[config.mk]
export PLATFORM = sky130hd
export DESIGN_NAME = nonce_uplink
export DESIGN_NICKNAME = d
export VERILOG_FILES = /design/src/rtl/nonce_uplink.sv
export SDC_FILE = /design/constraint.sdc
export NUM_CORES = 1
export LEC_CHECK = 0
export BUFFER_PORTS_ARGS = -buffer_cell sky130_fd_sc_hd__buf_2
export CAP_MARGIN = 30
export CORE_AREA = 2 2 359 219
export DETAILED_ROUTE_END_ITERATION = 16
export DIE_AREA = 0 0 361 221
export GPL_TIMING_DRIVEN = 1
export PLACE_DENSITY = 0.84
export SYNTH_ARGS = -nofsm -noshare
export SYNTH_HDL_FRONTEND = slang
export SYNTH_SLANG_ARGS = --single-unit
[constraint.sdc]
create_clock -name clk -period 12.65 [get_ports clk]
set_input_delay 0 -clock clk [delete_from_list [all_inputs] [get_ports clk]]
set_output_delay 0 -clock clk [all_outputs]
set_load 0.05 [all_outputs]
[src/rtl/nonce_uplink.sv]
// nonce_uplink: per-core result capture, round-robin arbiter, FIFO, UART byte serialiser.
// Optional RESULT_TAG_EN prefixes each frame with a {4'hA, channel} tag byte.
module nonce_uplink #(
  parameter int NCH        = 2,
  parameter int NONCE_W    = 64,
  parameter int DEPTH_LOG2 = 4
) (
  input  logic                   clk,
  input  logic                   rst,
  input  logic [NCH*NONCE_W-1:0] nonce_in,
  input  logic [NCH-1:0]         nonce_vld,
  input  logic                   tx_idle,
  output logic                   transmit,
  output logic [7:0]             tx_data,
  output logic                   fifo_full,
  output logic                   fifo_empty,
  output logic [DEPTH_LOG2:0]    level,
  output logic [15:0]            drop_cnt
);
  localparam int DEPTH = 1 << DEPTH_LOG2;
  localparam int CW = (NCH > 1) ? $clog2(NCH) : 1;
`ifdef RESULT_TAG_EN
  localparam int TW = 4;
`else
  localparam int TW = 0;
`endif
  localparam int EW = NONCE_W + TW;
  localparam int NB = NONCE_W / 8 + TW / 4;
  localparam int SW = NB * 8;
  localparam int BW = $clog2(NB + 1);

  logic [NCH-1:0]     pend;
  logic [NONCE_W-1:0] hold [NCH];
  logic [CW-1:0]      rr;
  logic [CW-1:0]      gnt;
  logic               found;
  logic               push;
  logic               pop;
  logic [NCH-1:0]     drain;
  logic [NCH-1:0]     drop;
  logic [4:0]         ndrop;
  logic [16:0]        dsum;

  always_comb begin
    int j;
    j = 0;
    gnt = '0;
    found = 1'b0;
    for (int k = 0; k < NCH; k++) begin
      j = int'(rr) + k;
      if (j >= NCH) j = j - NCH;
      if (!found && pend[j]) begin
        gnt = CW'(j);
        found = 1'b1;
      end
    end
  end

  assign push = found && !fifo_full;

  always_comb begin
    drain = '0;
    drop = '0;
    ndrop = '0;
    for (int i = 0; i < NCH; i++) begin
      drain[i] = push && (gnt == CW'(i));
      drop[i] = nonce_vld[i] && pend[i] && !drain[i];
      ndrop = ndrop + 5'(drop[i]);
    end
  end

  assign dsum = {1'b0, drop_cnt} + 17'(ndrop);

  always_ff @(posedge clk) begin
    if (rst) begin
      pend <= '0;
      rr <= '0;
      drop_cnt <= '0;
      for (int i = 0; i < NCH; i++) hold[i] <= '0;
    end else begin
      for (int i = 0; i < NCH; i++) begin
        if (nonce_vld[i] && !drop[i]) begin
          pend[i] <= 1'b1;
          hold[i] <= nonce_in[i*NONCE_W +: NONCE_W];
        end else if (drain[i]) begin
          pend[i] <= 1'b0;
        end
      end
      if (push)
        rr <= (int'(gnt) == NCH - 1) ? '0 : gnt + 1'b1;
      drop_cnt <= dsum[16] ? 16'hFFFF : dsum[15:0];
    end
  end

  logic [EW-1:0] wr_word;
  logic [EW-1:0] head;
  logic [EW-1:0] mem [DEPTH];
  logic [DEPTH_LOG2-1:0] wp;
  logic [DEPTH_LOG2-1:0] rp;

`ifdef RESULT_TAG_EN
  assign wr_word = {4'(gnt), hold[gnt]};
`else
  assign wr_word = hold[gnt];
`endif

  assign head = mem[rp];
  assign fifo_full = (level == (DEPTH_LOG2+1)'(DEPTH));
  assign fifo_empty = (level == '0);

  always_ff @(posedge clk) begin
    if (push) mem[wp] <= wr_word;
  end

  always_ff @(posedge clk) begin
    if (rst) begin
      wp <= '0;
      rp <= '0;
      level <= '0;
    end else begin
      if (push) wp <= wp + 1'b1;
      if (pop) rp <= rp + 1'b1;
      case ({push, pop})
        2'b10:   level <= level + 1'b1;
        2'b01:   level <= level - 1'b1;
        default: level <= level;
      endcase
    end
  end

  typedef enum logic [1:0] {IDLE, SEND, WAIT_LO, WAIT_HI} st_t;
  st_t st;
  st_t st_nx;
  logic fire;
  logic [SW-1:0] sr;
  logic [BW-1:0] bc;

  always_comb begin
    st_nx = st;
    pop = 1'b0;
    fire = 1'b0;
    unique case (st)
      IDLE: if (!fifo_empty) begin
        pop = 1'b1;
        st_nx = SEND;
      end
      SEND: if (tx_idle) begin
        fire = 1'b1;
        st_nx = WAIT_LO;
      end
      WAIT_LO: if (!tx_idle) st_nx = WAIT_HI;
      WAIT_HI: if (tx_idle) st_nx = (bc != '0) ? SEND : IDLE;
      default: st_nx = IDLE;
    endcase
  end

  always_ff @(posedge clk) begin
    if (rst) begin
      st <= IDLE;
      sr <= '0;
      bc <= '0;
      transmit <= 1'b0;
      tx_data <= '0;
    end else begin
      st <= st_nx;
      transmit <= fire;
      if (pop) begin
`ifdef RESULT_TAG_EN
        sr <= {4'hA, head[EW-1 -: 4], head[NONCE_W-1:0]};
`else
        sr <= head;
`endif
        bc <= BW'(NB);
      end else if (fire) begin
        tx_data <= sr[SW-1 -: 8];
        sr <= {sr[SW-9:0], 8'h00};
        bc <= bc - 1'b1;
      end
    end
  end

endmodule

After elaboration in Yosys (flattened, before gate mapping)

Memories as Yosys holds them, arrays and structs flattened. A register that Yosys moved wholly into a read port is not among the register bits.
Cells that the tools add are included.

Bits in registers: 111
Word-level logic and storage cells: 117
Bits in writable memories: 1152
Memories: 2

Memories:

| memory | depth | bits a word | rd ports | clocked after memory_dff | write ports | line | text |
|---|---|---|---|---|---|---|---|
| mem    | 16    | 64          | 1        | 1                        | 1           | 97   | `logic [EW-1:0] mem [DEPTH];` |
| hold   | 2     | 64          | 1        | 0                        | 2           | 33   | `logic [NONCE_W-1:0] hold [NCH];` |

Multiplexer cells: 47
Reduce and logical (&&, ||, !) cells: 26
$lt $le $gt $ge: 4
$add $sub $neg: 11
Bitwise gates (word level): 4
Eq/ne operators: 10

Operators with widths:

| kind                                                                          | number |
|---|---|
| 64-bit two-way mux                                                            | 4 |
| 32-bit by 3-bit less-than comparator with 1-bit output, second input constant | 2 |
| 32-bit two-way mux                                                            | 2 |
| 1-bit two-way mux                                                             | 30 |
| 16-bit by 2-bit adder with 17-bit output                                      | 1 |
| 16-bit two-way mux                                                            | 1 |
| 4-bit two-way mux                                                             | 4 |
| 1-bit logical AND                                                             | 10 |
| 5-bit one-hot mux with 2 select lines                                         | 1 |
| 4-bit by 1-bit adder with 4-bit output, second input constant                 | 2 |
| 2-bit two-way mux                                                             | 4 |
| 2-bit inequality test, second input constant                                  | 4 |
| 2-bit one-hot mux with 4 select lines                                         | 1 |
| 2-bit nonzero test                                                            | 4 |
| 2-bit == test, second input constant                                          | 3 |
| 1-bit zero test                                                               | 6 |
| 5-bit by 1-bit adder with 5-bit output, second input constant                 | 1 |
| 5-bit == test, second input constant                                          | 1 |
| 5-bit zero test                                                               | 1 |
| 5-bit by 1-bit subtractor with 5-bit output, second input constant            | 1 |
| 2-bit by 1-bit == test with 1-bit output, second input constant               | 2 |
| 4-bit AND reduction                                                           | 1 |
| 4-bit nonzero test                                                            | 1 |
| 4-bit by 1-bit subtractor with 4-bit output, second input constant            | 1 |
| other kinds (12)                                                              | 14 |

Depth between registers and ports, before layout

Depth in word-level cells: 19
Depth in mapped cells: 12

Worst setup path before layout

No wires, ideal clock.

Path kind: register -> register
From: reg level[0]
To: mem mem[3][0] (netlist name) (enable)
Slack: 6.364 ns
Path buffers: 1
Stages on the path, launching flop included: 5
Clock period less this slack: 6.286 ns
Data arrival time: 5.722 ns
Cells stage by stage: dfxtp_1 or4_4 buf_6 o221ai_1 nor3_1

Longest elaborated chain between the ends: 5

Ends and longest elaborated chain:

| element                                 | line | text |
|---|---|---|
| start: declaration                      | 17   | `output logic [DEPTH_LOG2:0] level,` |
| start signal: assignment                | 124  | `2'b10: level <= level + 1'b1;` |
| start signal: assignment                | 125  | `2'b01: level <= level - 1'b1;` |
| start signal: assignment                | 126  | `default: level <= level;` |
| 5-bit == test                           | 108  | `assign fifo_full = (level == (DEPTH_LOG2+1)'(DEPTH));` |
| 1-bit zero test                         | 59   | `assign push = found && !fifo_full;` |
| 1-bit logical AND                       | 59   |  |
| 1-bit two-way mux                       | 112  | `if (push) mem[wp] <= wr_word;` |
| 1-bit two-way mux (not written as such) | 112  |  |
| end: declaration                        | 97   |  |

Every way passes these cells.

Worst setup path in the final report

From: reg level[0]
To: reg level[4]

Longest elaborated chain between the ends: 5

Ends and longest elaborated chain:

| element                                                                            | line     | text |
|---|---|---|
| 5-bit zero test / 5-bit == test (equally long branches)                            | 109, 108 |  |
| 1-bit two-way mux / 1-bit zero test (equally long branches)                        | 143, 59  |  |
| 1-bit two-way mux / 1-bit logical AND (equally long branches)                      | 142, 59  |  |
| 2-bit by 1-bit == test with 1-bit output / 2-bit == test (equally long branches)   | 123      | `case ({push, pop})` |
| 5-bit one-hot mux with 2 select lines / 2-bit nonzero test (equally long branches) | --       |  |

Parallel ways exist; a longest one is shown, timed or not.
A chain may end at the register's enable or synchronous reset.

==> results.cfg <==
[run_status]
status = finished clean

[final_layout]
areaGrowthSynthToFinish_pct = 13.6
post-route-util_pct = 74.2
final_cell_mix = edfxtp_1 (1152), mux4_2 (256), nand2_1 (243)
drive_gt1_share_pct = 25.1
layout.nets = 3148
layout_commonest_cell = edfxtp_1
diodes = 0

[worst_setup_path]
required_ps = 13230
rrSetupSlack_ps = 7940
crit_path_end = level[4]
cp.depth = 10
crit_start = level[0]
reg2reg_to = level[4]
critical_path_arrival_ps = 5290
crit_fanout = 68
crit_slowest_cell = buf_4
cp_top_family = buffers and inverters
path_buf_inv = 2
rr_worst_depth = 10
crit_type = flop to flop
worst_setup_path_end_kind = flop
max_stage_delay_ps = 790
rr_startpoint = level[0]
path_cells = or4_4 > o21ai_4 > buf_4 > inv_1 > ha_1 > fa_1 > a21o_1 > a21oi_1 > mux2i_1 > mux2_2
cp-start-kind = flop

[synthesis]
synth_cell_types = 56
synth_top_area_share_pct = 69.1
syn_avg_cell_area_sq_um = 18.4
synth-edff-count = 1152
synth_async_sr_flop_share_pct = 0
yosys-top-cells-area = edfxtp_1 (69%), mux4_2 (12%), dfxtp_1 (4.6%)
synth_top_area_cell = edfxtp_1
synth_ff_type = edfxtp_1
synthesis.area_sq_mm = 0.0501
synth-seq-area-share_pct = 73.7
syn_inst = 2718
yosysWarnings = 0
synth_seq_cells = 1267
syn_nets = 2869

[global_routing]
grt_max_degree = 135
grt_overflow = 0
grt_pass1_wl_microns = 183000
grt_antenna_before_repair = 2
grt_pass1_vias = 28900
track_usage_pct = 31.4

[placement]
numPortBuffers = 164
hpwl_microns = 60200
gp_congestion = 0.807

[timing]
fin_skew_ps = 25.2
report.final.slew_viol_count = 0
period_share_pct = 37.2
tightest_slew_ps = 1130
slew_headroom_pct = 24.6
setup_viol = 0
rsz0062_at_grt = false
hold_ws_ps = 169
setup_tns_ps = 0
hold_violations = 0
fin_crit_ps = 4710
timing.fmax_mhz = 212

[die]
die_area_sq_mm = 0.0798
num_rows = 79
start_util_pct = 65.4
die_x_microns = 361
die_h_microns = 221
fp.coreArea_sq_mm = 0.0766
io_pins = 165

[route]
drt-initial-drc-count = 4107
drtPass1Iterations = 6
routed_wl_microns = 124000
antenna_left = 0
viasPerCell = 6.76
wl_per_cell_microns = 30.3
vias = 27700
drc = 0

[hold_path]
min-delay-path-class = primary input to flop
min_from = nonce_in[102]
holdPathStages = 4

[power]
power_uw = 10300
peakVddDrop_v = 0.000178
p_leak_uw = 0.0191
power-per-cell-area_mw_per_mm2 = 180

[clocking]
clockBufferDepth = 3
cts_tree = yes
clkTransAtPathRegs_ps = 70
clock-root-buffer = clkbuf_16
htree_levels = 3
clk-insertion-delay-late_ps = 710
cts_buffers = 105
cts.sinks = 1267

[job]
maxCapViolations = 0
[metal layers]
layer | GRT usage, % | vias up | routed length, microns
met5 | 0 | - | 13
met4 | 11.3 | 2 | 3600
met3 | 7.71 | 295 | 14700
met2 | 49.7 | 1999 | 60500
met1 | 43.4 | 14100 | 45300
li1 | - | 11300 | -
[how the worst min path moves through the flow]
stage / slack, ps / endpoint
detailed placement: 340 / hold[1][34]
global placement: 330 / hold[0][3]
CTS: 130 / hold[1][7]
finish: 170 / hold[1][38]
global route: 180 / hold[1][38]
floorplan: 170 / pend[1]
[per-stage QoR]
step / setup slack, ps / instance area (sq um) / cells
6_report: 7940 / 56900 / 4100
3_3_place_gp: 8290 / 51800 / 3757
5_1_grt: 7820 / 56900 / 4100
4_1_cts: 8030 / 56700 / 4095
2_1_floorplan: 6360 / 50100 / 2718
3_5_place_dp: 8050 / 51900 / 3763
[registers in the layout (all words and copies together) (netlist names), named ones only]
name and cells:
bc 4, hold 128, rp 4, tx_data 8, pend 2, drop_cnt 16, sr 64, wp 4
level 5, transmit 1, rr 1, mem 1024, st 2
[where the power goes]
group	total (uW)	internal [uW]	switching (uW)	leakage [uW]
sequential	5150	4950	201	0.0117
clock	3340	1830	1500	0.00172
combinational	1780	666	1110	0.00571
[worst register-to-register path, delay by kind of cell, from the launching register on]
family	cells	cell delay [ps]
flops	1	390
simple gates	1	680
fa+ha+maj	2	900
compound gates	3	600
mux	2	630
buf+inv	2	1380
[cells by family after synthesis]
| group | after synthesis | share of synthesized area, % |
|---|---|---|
| flip-flops | 1267 | 73.7 |
| AO/OA/AOI/OAI | 323 | 3.90 |
| adder cells (fa/ha/maj) | 18 | 0.480 |
| multiplexers | 430 | 15.3 |
| buffers and inverters | 189 | 1.79 |
| XOR/XNOR | 21 | 0.367 |
| AND/OR/NAND/NOR | 470 | 4.49 |
[layout make-up]
| type | instances | area, sq um |
|---|---|---|
| Clock buffer | 139 | 2880 |
| Sequential cell | 1267 | 36900 |
| Fill cell | 4004 | 19700 |
| Clock inverter | 59 | 599 |
| Inverter | 16 | 60.1 |
| Tap cell | 1012 | 1270 |
| Multi-Input combinational cell | 1262 | 12400 |
| Timing Repair Buffer | 345 | 2730 |
[synthesized netlist by cell type (2+ instances only)]
master	n
edfxtp_1	1152
mux4_2	256
nand2_1	245
a21oi_1	165
nand2b_1	130
dfxtp_1	115
mux2_2	113
clkbuf_1	79
mux2i_1	61
a211oi_1	60
buf_2	56
o22ai_1	56
nor2_1	30
buf_4	21
and3_1	16
ha_1	16
inv_1	15
nand3_1	15
buf_1	12
o21ai_0	12
xnor2_1	12
xor2_1	9
a221o_1	8
nor2b_1	6
nor3_1	6
a21o_1	5
buf_6	5
nand4_1	4
nor4_1	4
o211ai_1	3
and2_1	2
and4_1	2
fa_1	2
nor3b_1	2
o211ai_2	2
[repair_timing]
action                                 in CTS  in global routing
endpoints found under the hold margin     189                  0
setup buffers                               0                  0
resized for setup                           0                  0
hold buffers                              134                  0
Power figures use the tool's default switching activity.
